--- src/rtl/team_06_delay_mem_sched.sv ---
`timescale 1ns/1ps
// -----------------------------------------------------------------------------
// team_06_delay_mem_sched
//
// Scheduler for the single-port delay-line SRAM shared by the echo and reverb
// effect paths. For every accepted audio sample tick it writes the incoming
// sample at wr_ptr, reads the echo tap and then the reverb tap behind it, and
// presents both taps to the effect mixer. After every reset release, and on
// request, it zeroes the entire memory with a sweep.
//
// Ports
//   clk             system clock
//   rst             asynchronous, active-low reset
//   sample_tick     one-cycle pulse per audio sample
//   mic_sample      live mic audio, sampled together with sample_tick
//   state           control FSM state (2'b01 TALK, 2'b00 LIST)
//   current_effect  selected effect (3'b001 ECHO, 3'b011 REVERB)
//   clear_req       level request to zero the delay memory
//   mem_en/mem_we   memory enable / write enable
//   mem_addr        memory address
//   mem_wdata       memory write data
//   mem_rdata       memory read data, valid the cycle after a read
//   echo_tap        delayed sample for the echo path
//   reverb_tap      delayed sample for the reverb path
//   taps_valid      one-cycle pulse: taps updated
//   busy            high whenever the scheduler is not idle
//   overrun         sticky: a sample_tick arrived mid-sequence and was dropped
//   clear_done      one-cycle pulse at the end of a clear sweep
// -----------------------------------------------------------------------------
module team_06_delay_mem_sched #(
  parameter int ADDR_W     = 11,
  parameter int DATA_W     = 8,
  parameter int ECHO_DLY   = 1500,
  parameter int REVERB_DLY = 700
) (
  input  logic              clk,
  input  logic              rst,
  input  logic              sample_tick,
  input  logic [DATA_W-1:0] mic_sample,
  input  logic [1:0]        state,
  input  logic [2:0]        current_effect,
  input  logic              clear_req,
  output logic              mem_en,
  output logic              mem_we,
  output logic [ADDR_W-1:0] mem_addr,
  output logic [DATA_W-1:0] mem_wdata,
  input  logic [DATA_W-1:0] mem_rdata,
  output logic [DATA_W-1:0] echo_tap,
  output logic [DATA_W-1:0] reverb_tap,
  output logic              taps_valid,
  output logic              busy,
  output logic              overrun,
  output logic              clear_done
);

  localparam logic [1:0]        CTL_TALK   = 2'b01;
  localparam logic [2:0]        EFF_ECHO   = 3'b001;
  localparam logic [2:0]        EFF_REVERB = 3'b011;
  localparam logic [ADDR_W-1:0] ECHO_OFS   = ADDR_W'(ECHO_DLY);
  localparam logic [ADDR_W-1:0] REV_OFS    = ADDR_W'(REVERB_DLY);
  localparam logic [ADDR_W-1:0] LAST_ADDR  = '1;

  typedef enum logic [2:0] {
    S_CLEAR   = 3'd0,
    S_IDLE    = 3'd1,
    S_WRITE   = 3'd2,
    S_RD_ECHO = 3'd3,
    S_RD_REV  = 3'd4,
    S_CAPT    = 3'd5
  } sched_e;

  // Tap address behind the write pointer; wraps modulo the memory depth.
  function automatic logic [ADDR_W-1:0] tap_addr(input logic [ADDR_W-1:0] ptr,
                                                 input logic [ADDR_W-1:0] dly);
    return ptr - dly;
  endfunction

  sched_e              fsm_q, fsm_d;
  logic [ADDR_W-1:0]   clr_cnt_q, clr_cnt_d;
  logic [ADDR_W-1:0]   wr_ptr_q, wr_ptr_d;
  logic                overrun_q, overrun_d;
  logic                clear_done_q, clear_done_d;
  logic                taps_valid_q, taps_valid_d;
  logic                busy_q, busy_d;
  logic [DATA_W-1:0]   echo_tap_q, echo_tap_d;
  logic [DATA_W-1:0]   reverb_tap_q, reverb_tap_d;
  logic [DATA_W-1:0]   wdata_q, wdata_d;
  logic [DATA_W-1:0]   echo_hold_q, echo_hold_d;

  logic                mem_en_c;
  logic                mem_we_c;
  logic [ADDR_W-1:0]   mem_addr_c;
  logic [DATA_W-1:0]   mem_wdata_c;

  // ---------------------------------------------------------------------------
  // Next-state and sequence control
  // ---------------------------------------------------------------------------
  always_comb begin
    fsm_d        = fsm_q;
    clr_cnt_d    = clr_cnt_q;
    wr_ptr_d     = wr_ptr_q;
    overrun_d    = overrun_q;
    clear_done_d = 1'b0;
    taps_valid_d = 1'b0;
    echo_tap_d   = echo_tap_q;
    reverb_tap_d = reverb_tap_q;
    wdata_d      = wdata_q;
    echo_hold_d  = echo_hold_q;

    case (fsm_q)
      S_CLEAR: begin
        // Ticks arriving here are dropped without flagging overrun.
        clr_cnt_d = clr_cnt_q + 1'b1;
        if (clr_cnt_q == LAST_ADDR) begin
          fsm_d        = S_IDLE;
          wr_ptr_d     = '0;
          overrun_d    = 1'b0;
          clear_done_d = 1'b1;
        end
      end
      S_IDLE: begin
        // A clear request wins over a tick in the same cycle.
        if (clear_req) begin
          fsm_d     = S_CLEAR;
          clr_cnt_d = '0;
        end else if (sample_tick) begin
          // Writing silence while listening drains the delay line.
          wdata_d = (state == CTL_TALK) ? mic_sample : '0;
          fsm_d   = S_WRITE;
        end
      end
      S_WRITE: begin
        fsm_d = S_RD_ECHO;
      end
      S_RD_ECHO: begin
        fsm_d = S_RD_REV;
      end
      S_RD_REV: begin
        // Echo read data returns this cycle.
        echo_hold_d = mem_rdata;
        fsm_d       = S_CAPT;
      end
      S_CAPT: begin
        // Reverb read data returns this cycle; the output register holds it.
        echo_tap_d   = (current_effect == EFF_ECHO)   ? echo_hold_q : '0;
        reverb_tap_d = (current_effect == EFF_REVERB) ? mem_rdata   : '0;
        taps_valid_d = 1'b1;
        wr_ptr_d     = wr_ptr_q + 1'b1;
        fsm_d        = S_IDLE;
      end
      default: begin
        fsm_d     = S_CLEAR;
        clr_cnt_d = '0;
      end
    endcase

    if (sample_tick && ((fsm_q == S_WRITE) || (fsm_q == S_RD_ECHO) ||
                        (fsm_q == S_RD_REV) || (fsm_q == S_CAPT))) begin
      overrun_d = 1'b1;
    end

    busy_d = (fsm_d != S_IDLE);
  end

  // ---------------------------------------------------------------------------
  // Memory-side decode from the current state
  // ---------------------------------------------------------------------------
  always_comb begin
    mem_en_c    = 1'b0;
    mem_we_c    = 1'b0;
    mem_addr_c  = '0;
    mem_wdata_c = '0;
    case (fsm_q)
      S_CLEAR: begin
        mem_en_c   = 1'b1;
        mem_we_c   = 1'b1;
        mem_addr_c = clr_cnt_q;
      end
      S_WRITE: begin
        mem_en_c    = 1'b1;
        mem_we_c    = 1'b1;
        mem_addr_c  = wr_ptr_q;
        mem_wdata_c = wdata_q;
      end
      S_RD_ECHO: begin
        mem_en_c   = 1'b1;
        mem_addr_c = tap_addr(wr_ptr_q, ECHO_OFS);
      end
      S_RD_REV: begin
        mem_en_c   = 1'b1;
        mem_addr_c = tap_addr(wr_ptr_q, REV_OFS);
      end
      default: begin
      end
    endcase
  end

  // The reset state decodes as a write, so the memory port is forced quiet
  // while reset is held; the sweep begins once reset releases.
  assign mem_en    = rst & mem_en_c;
  assign mem_we    = rst & mem_we_c;
  assign mem_addr  = rst ? mem_addr_c  : '0;
  assign mem_wdata = rst ? mem_wdata_c : '0;

  // ---------------------------------------------------------------------------
  // State and output registers
  // ---------------------------------------------------------------------------
  always_ff @(posedge clk or negedge rst) begin
    if (!rst) begin
      fsm_q        <= S_CLEAR;
      clr_cnt_q    <= '0;
      wr_ptr_q     <= '0;
      overrun_q    <= 1'b0;
      clear_done_q <= 1'b0;
      taps_valid_q <= 1'b0;
      busy_q       <= 1'b1;
      echo_tap_q   <= '0;
      reverb_tap_q <= '0;
    end else begin
      fsm_q        <= fsm_d;
      clr_cnt_q    <= clr_cnt_d;
      wr_ptr_q     <= wr_ptr_d;
      overrun_q    <= overrun_d;
      clear_done_q <= clear_done_d;
      taps_valid_q <= taps_valid_d;
      busy_q       <= busy_d;
      echo_tap_q   <= echo_tap_d;
      reverb_tap_q <= reverb_tap_d;
    end
  end

  always_ff @(posedge clk) begin
    wdata_q     <= wdata_d;
    echo_hold_q <= echo_hold_d;
  end

  assign echo_tap   = echo_tap_q;
  assign reverb_tap = reverb_tap_q;
  assign taps_valid = taps_valid_q;
  assign busy       = busy_q;
  assign overrun    = overrun_q;
  assign clear_done = clear_done_q;

endmodule

--- config.mk ---
export PLATFORM = sky130hd
export DESIGN_NAME = team_06_delay_mem_sched
export DESIGN_NICKNAME = d
export VERILOG_FILES = /design/src/rtl/team_06_delay_mem_sched.sv
export SDC_FILE = /design/constraint.sdc
export NUM_CORES = 1
export LEC_CHECK = 0
export BUFFER_PORTS_ARGS = -buffer_cell sky130_fd_sc_hd__buf_4
export CAP_MARGIN = 20
export CORE_MARGIN = 3
export CORE_UTILIZATION = 45
export DETAILED_ROUTE_END_ITERATION = 8
export GPL_TIMING_DRIVEN = 0
export PLACE_DENSITY = 0.78
export SYNTH_ARGS = -nofsm -noshare
export SYNTH_HDL_FRONTEND = slang
export SYNTH_SLANG_ARGS = --single-unit
--- constraint.sdc ---
create_clock -name clk -period 5.4 [get_ports clk]
set_input_delay 0 -clock clk [delete_from_list [all_inputs] [get_ports clk]]
set_output_delay 0 -clock clk [all_outputs]
set_load 0.01 [all_outputs]
After elaboration in Yosys (flattened, before gate mapping)
Cells that the tools add are included.

operators by class
  add/subtract/negate cells = 4
  eq/ne operators = 12
  muxes and demuxes = 22
  bitwise gates (word level) = 4
  reductions and logical operators = 15

operator list
  kind                                                 number
  case mux 11 bit (4 select lines)                     1
  two-way mux 11 bit                                   3
  case mux 11 bit (3 select lines)                     1
  two-way mux 8 bit                                    4
  adder 11 x 1 -> 11 bit, second input constant        2
  case mux 11 bit (2 select lines)                     1
  case mux 3 bit (6 select lines)                      1
  == test 11 bit, second input constant                1
  subtractor 11 x 10 -> 11 bit, second input constant  1
  subtractor 11 bit, second input constant             1
  == test 3 x 2 -> 1 bit, second input constant        3
  two-way mux 3 bit                                    3
  two-way mux 1 bit                                    8
  OR reduction 4 bit                                   2
  == test 3 x 1 -> 1 bit, second input constant        2
  == test 3 bit, second input constant                 2
  AND reduction 2 bit                                  3
  nonzero test 2 bit                                   3
  != test 2 bit, second input constant                 2
  logical NOT 3 bit                                    1
  logical OR 1 bit                                     3
  != test 3 x 1 -> 1 bit, second input constant        1
  AND reduction 3 bit                                  1
  AND 1 bit                                            2
  4 further kinds                                      5

storage, ports and cells
  bits in registers = 61
  input bits = 25
  output and inout port bits = 41
  logic and storage cells = 68

Logic depth before layout (Yosys ltp)
  depth after elaboration = 7
  mapped depth = 10
  gate-level depth less buffers = 9

Worst setup path before layout
OpenSTA, ideal clock, no wires.

  kind = register -> output
  start point = register fsm_q[0]
  end point = output mem_addr[10]
  data arrival time = 2.312 ns
  data required time = 5.400 ns
  slack = 3.088 ns
  stages on the path, launching flop included = 11
  path buffers = 1
  cells stage by stage = dfrtp_1 buf_2 nor2_1 nand2_1 inv_1 ha_1 a21oi_1 nand2_1 a221oi_1 xnor2_1 o22ai_1

on the way
  cells in the longest elaborated chain, start to end = 3
  elaborated cells on any way between the ends = 6
  those cells by class = eq/ne: 3; mux: 2; reduce/logical: 1

ends and longest elaborated chain
  item                                         RTL line  text
  start, declared                              78        sched_e fsm_q, fsm_d;
  start signal, assigned                       220       fsm_q <= fsm_d;
  == test 3 bit, or another cell as far along  173       case (fsm_q)
  case mux 11 bit (4 select lines) *           173
  two-way mux 11 bit *                         202       assign mem_addr = rst ? mem_addr_c : '0;
  end, declared                                45        output logic [ADDR_W-1:0] mem_addr,

Every way passes the cells marked *; elsewhere a longest branch is shown, timed or not.

Worst setup path in the final report
Ends and elaborated chain as after synthesis.

==> metrics <==
cts bufs inserted 9; via count 2,753; EDFF count, synth 16; Max Slew Vio Count 0; Final Power 1.714 mW; initial antenna violation count 0; Worst Path Required 5.40 ns; max_slew headroom 0.3912; RSZ-0062 raised after global routing false; Fin Setup TNS 0 ns; Final GP Congestion 0.8507; WS Path Type reg2out; Pre-Repair DR Iteration Count 4; final instance area 0.004180 sq mm; Netlist cell types 52; most used flip-flop cell after synthesis dfrtp_1; hpwl dp 5.436 mm; Die Wd 90.16 microns; worst setup margin 2.010 ns; IO Pins 66; asr flop ratio synth 0.7377; remaining antenna violation count 0; Final Hold Viols 0; DR WL/cell 15.53 microns; overall routed net length 7.828 mm; Tcrit/Tclk final 0.6277; Logic pwr share 0.386; run status complete, no violations; power per cell area 410.0 mW/mm^2; critical hold path startpoint current_effect[1]; crit path capture mem_addr[10]; switching share of power 0.3769; top-area cell type share of the netlist area 0.3455; Yosys warning count 0; vias in the first global route 2,600; total net switching power 0.6458 mW; die area 0.008128 sq mm; Internal Power 1.068 mW; Layout fillers 566; post-synthesis sequential area ratio 0.5045; Reg-to-Reg End wdata_q[2]; Peak Freq 295.0 MHz; Leak 1.924 nW; Clock power frac 0.240; # diodes 0; Area contributors post-synth dfrtp_1 35%, edfxtp_1 15%, o21ai_0 5.0%; Worst setup SP type register; Skew-Pair Late Insertion Delay 0.35 ns; Initial Util 0.4665; Worst-Margin Slew 0.9108 ns; WP data arrival 3.39 ns; sequential power share 0.374; Max Cap Viol 0; Placed Area 0.003801 sq mm; CTS sink cnt 61; Total GRT Usage 0.1969; # setup viols final 0; Post-Syn Area 0.003187 sq mm; top cell type by total area after synthesis dfrtp_1; syn nets 341; dpl ws 2.488 ns; top-count cell post-synth dfrtp_1; initial drt markers 216; clk buf depth 2; R2R Setup Slk 3.37 ns; core area 0.006832 sq mm; Critical R2R Launch fsm_q[0]; Die Height 90.16 microns; Reg2Reg Depth 4; site row count 30; Hold Path Depth 3; Worst Setup SP fsm_q[0]; CTS tree yes; Remaining DRCs 0; worst-path fanout max 15; share of cells above drive strength 1 0.2549; Synth Area per Inst 10.31 sq um; largest net degree at the start of global routing 54; fin crit period 3.390 ns; Worst setup EP type output port; clock root buffer clkbuf_8; Clock Skew 0.01183 ns; IO Port Bufs 65; grt ovf 0; area grow syn2layout 31.17%; Hold/Removal Path Class in2reg; synthesized flop and latch total 61; synthesized instance count 309; H-Tree Depth 3; Worst VDD drop 237.3 uV; first-pass GRT wire length 12.91 mm; layout net count 435; Via-to-Cell Ratio 5.462; Reg clk slew, reported paths 0.07 ns; commonest cells in the netlist 44 x dfrtp_1, 32 x o21ai_0, 29 x nand2_1
==> power by group through the flow <==
stage	Combinational (mW)	Sequential (mW)	Clock [mW]
floorplan	0.403	0.647	0
global route	0.728	0.652	0.434
CTS	0.659	0.640	0.413
global placement	0.622	0.643	0
finish	0.661	0.641	0.412
detailed placement	0.646	0.649	0
==> cell usage in the layout (no fill, tap or decap), types with 16 or more instances in the layout <==
cell type	synthesis	layout
o21ai_0	32	32
buf_4	1	66
nand2_1	29	29
dfrtp_1	44	44
edfxtp_1	16	16
nor2_1	23	23
and2_1	22	22
dlygate4sd3_1	0	18
a22o_1	18	18
==> logic make-up (layout without fill, tap and decap cells) <==
family / count (synthesis) / count (layout) / synth area share
and+or+nand+nor: 113 / 113 / 0.2042
AOI/OAI and AO/OA: 85 / 85 / 0.1731
DFF: 61 / 61 / 0.5045
buffers and inverters: 23 / 122 / 0.03180
xor gates and xnor gates: 12 / 12 / 0.03298
muxes: 8 / 8 / 0.02591
adders and majority gates: 7 / 7 / 0.02748
==> registers in the layout (all words and copies together) (netlist names), 3 cells and up <==
signal       count
echo_tap         8
fsm_q            3
echo_hold_q      8
reverb_tap       8
wr_ptr_q        11
clr_cnt_q       11
wdata_q          8
==> final cells by class <==
class / instances / area (sq um) / area share
Sequential cell: 61 / 1608 / 0.3846
Multi-Input combinational cell: 225 / 1484 / 0.3550
Timing Repair Buffer: 83 / 668.1 / 0.1598
Clock buffer: 9 / 123.9 / 0.02963
Tap cell: 96 / 120.1 / 0.02873
Buffer: 17 / 78.83 / 0.01886
Clock inverter: 7 / 75.07 / 0.01796
Inverter: 6 / 22.52 / 0.005388
==> metal layers <==
layer / vias up / global-route usage / share of wire
li1: 1310 / - / -
met1: 1318 / 0.2659 / 0.43
met2: 111 / 0.3086 / 0.48
met3: 14 / 0.05941 / 0.073
met4: 0 / 0.05485 / 0.016
met5: - / 0 / 0
==> critical path, cell delays in order (launching register included) <==
cell and delay (ns):
dfrtp_1 0.36, buf_2 0.17, nor2_1 0.24, nand2_1 0.20, inv_1 0.53, ha_1 0.41
a21oi_1 0.20, nand2_1 0.13, a221oi_1 0.35, xnor2_1 0.13, o22ai_1 0.17, buf_4 0.15
==> through the flow <==
step	hold WS [ns]	util	instances
2_1_floorplan	-0.2956	-	309
3_3_place_gp	0.05850	0.5555	470
3_5_place_dp	0.06844	0.5564	470
4_1_cts	0.01734	0.6119	504
5_1_grt	0.02945	0.6119	504
6_report	0.02021	0.6119	504
==> what timing repair did <==
item | 4_1_cts | 5_1_grt
endpoints found under the hold margin | 69 | 0
hold buffers | 18 | 0
gates resized for setup | 0 | 0
setup buffers | 0 | 0
==> worst min-delay path by stage <==
stage / end / slack [ns]
floorplan: clear_done / -0.30
global placement: echo_tap[6] / 0.06
detailed placement: echo_tap[6] / 0.07
CTS: echo_tap[2] / 0.02
global route: echo_tap[6] / 0.03
finish: echo_tap[5] / 0.02
(Power assumes the default switching activity.)
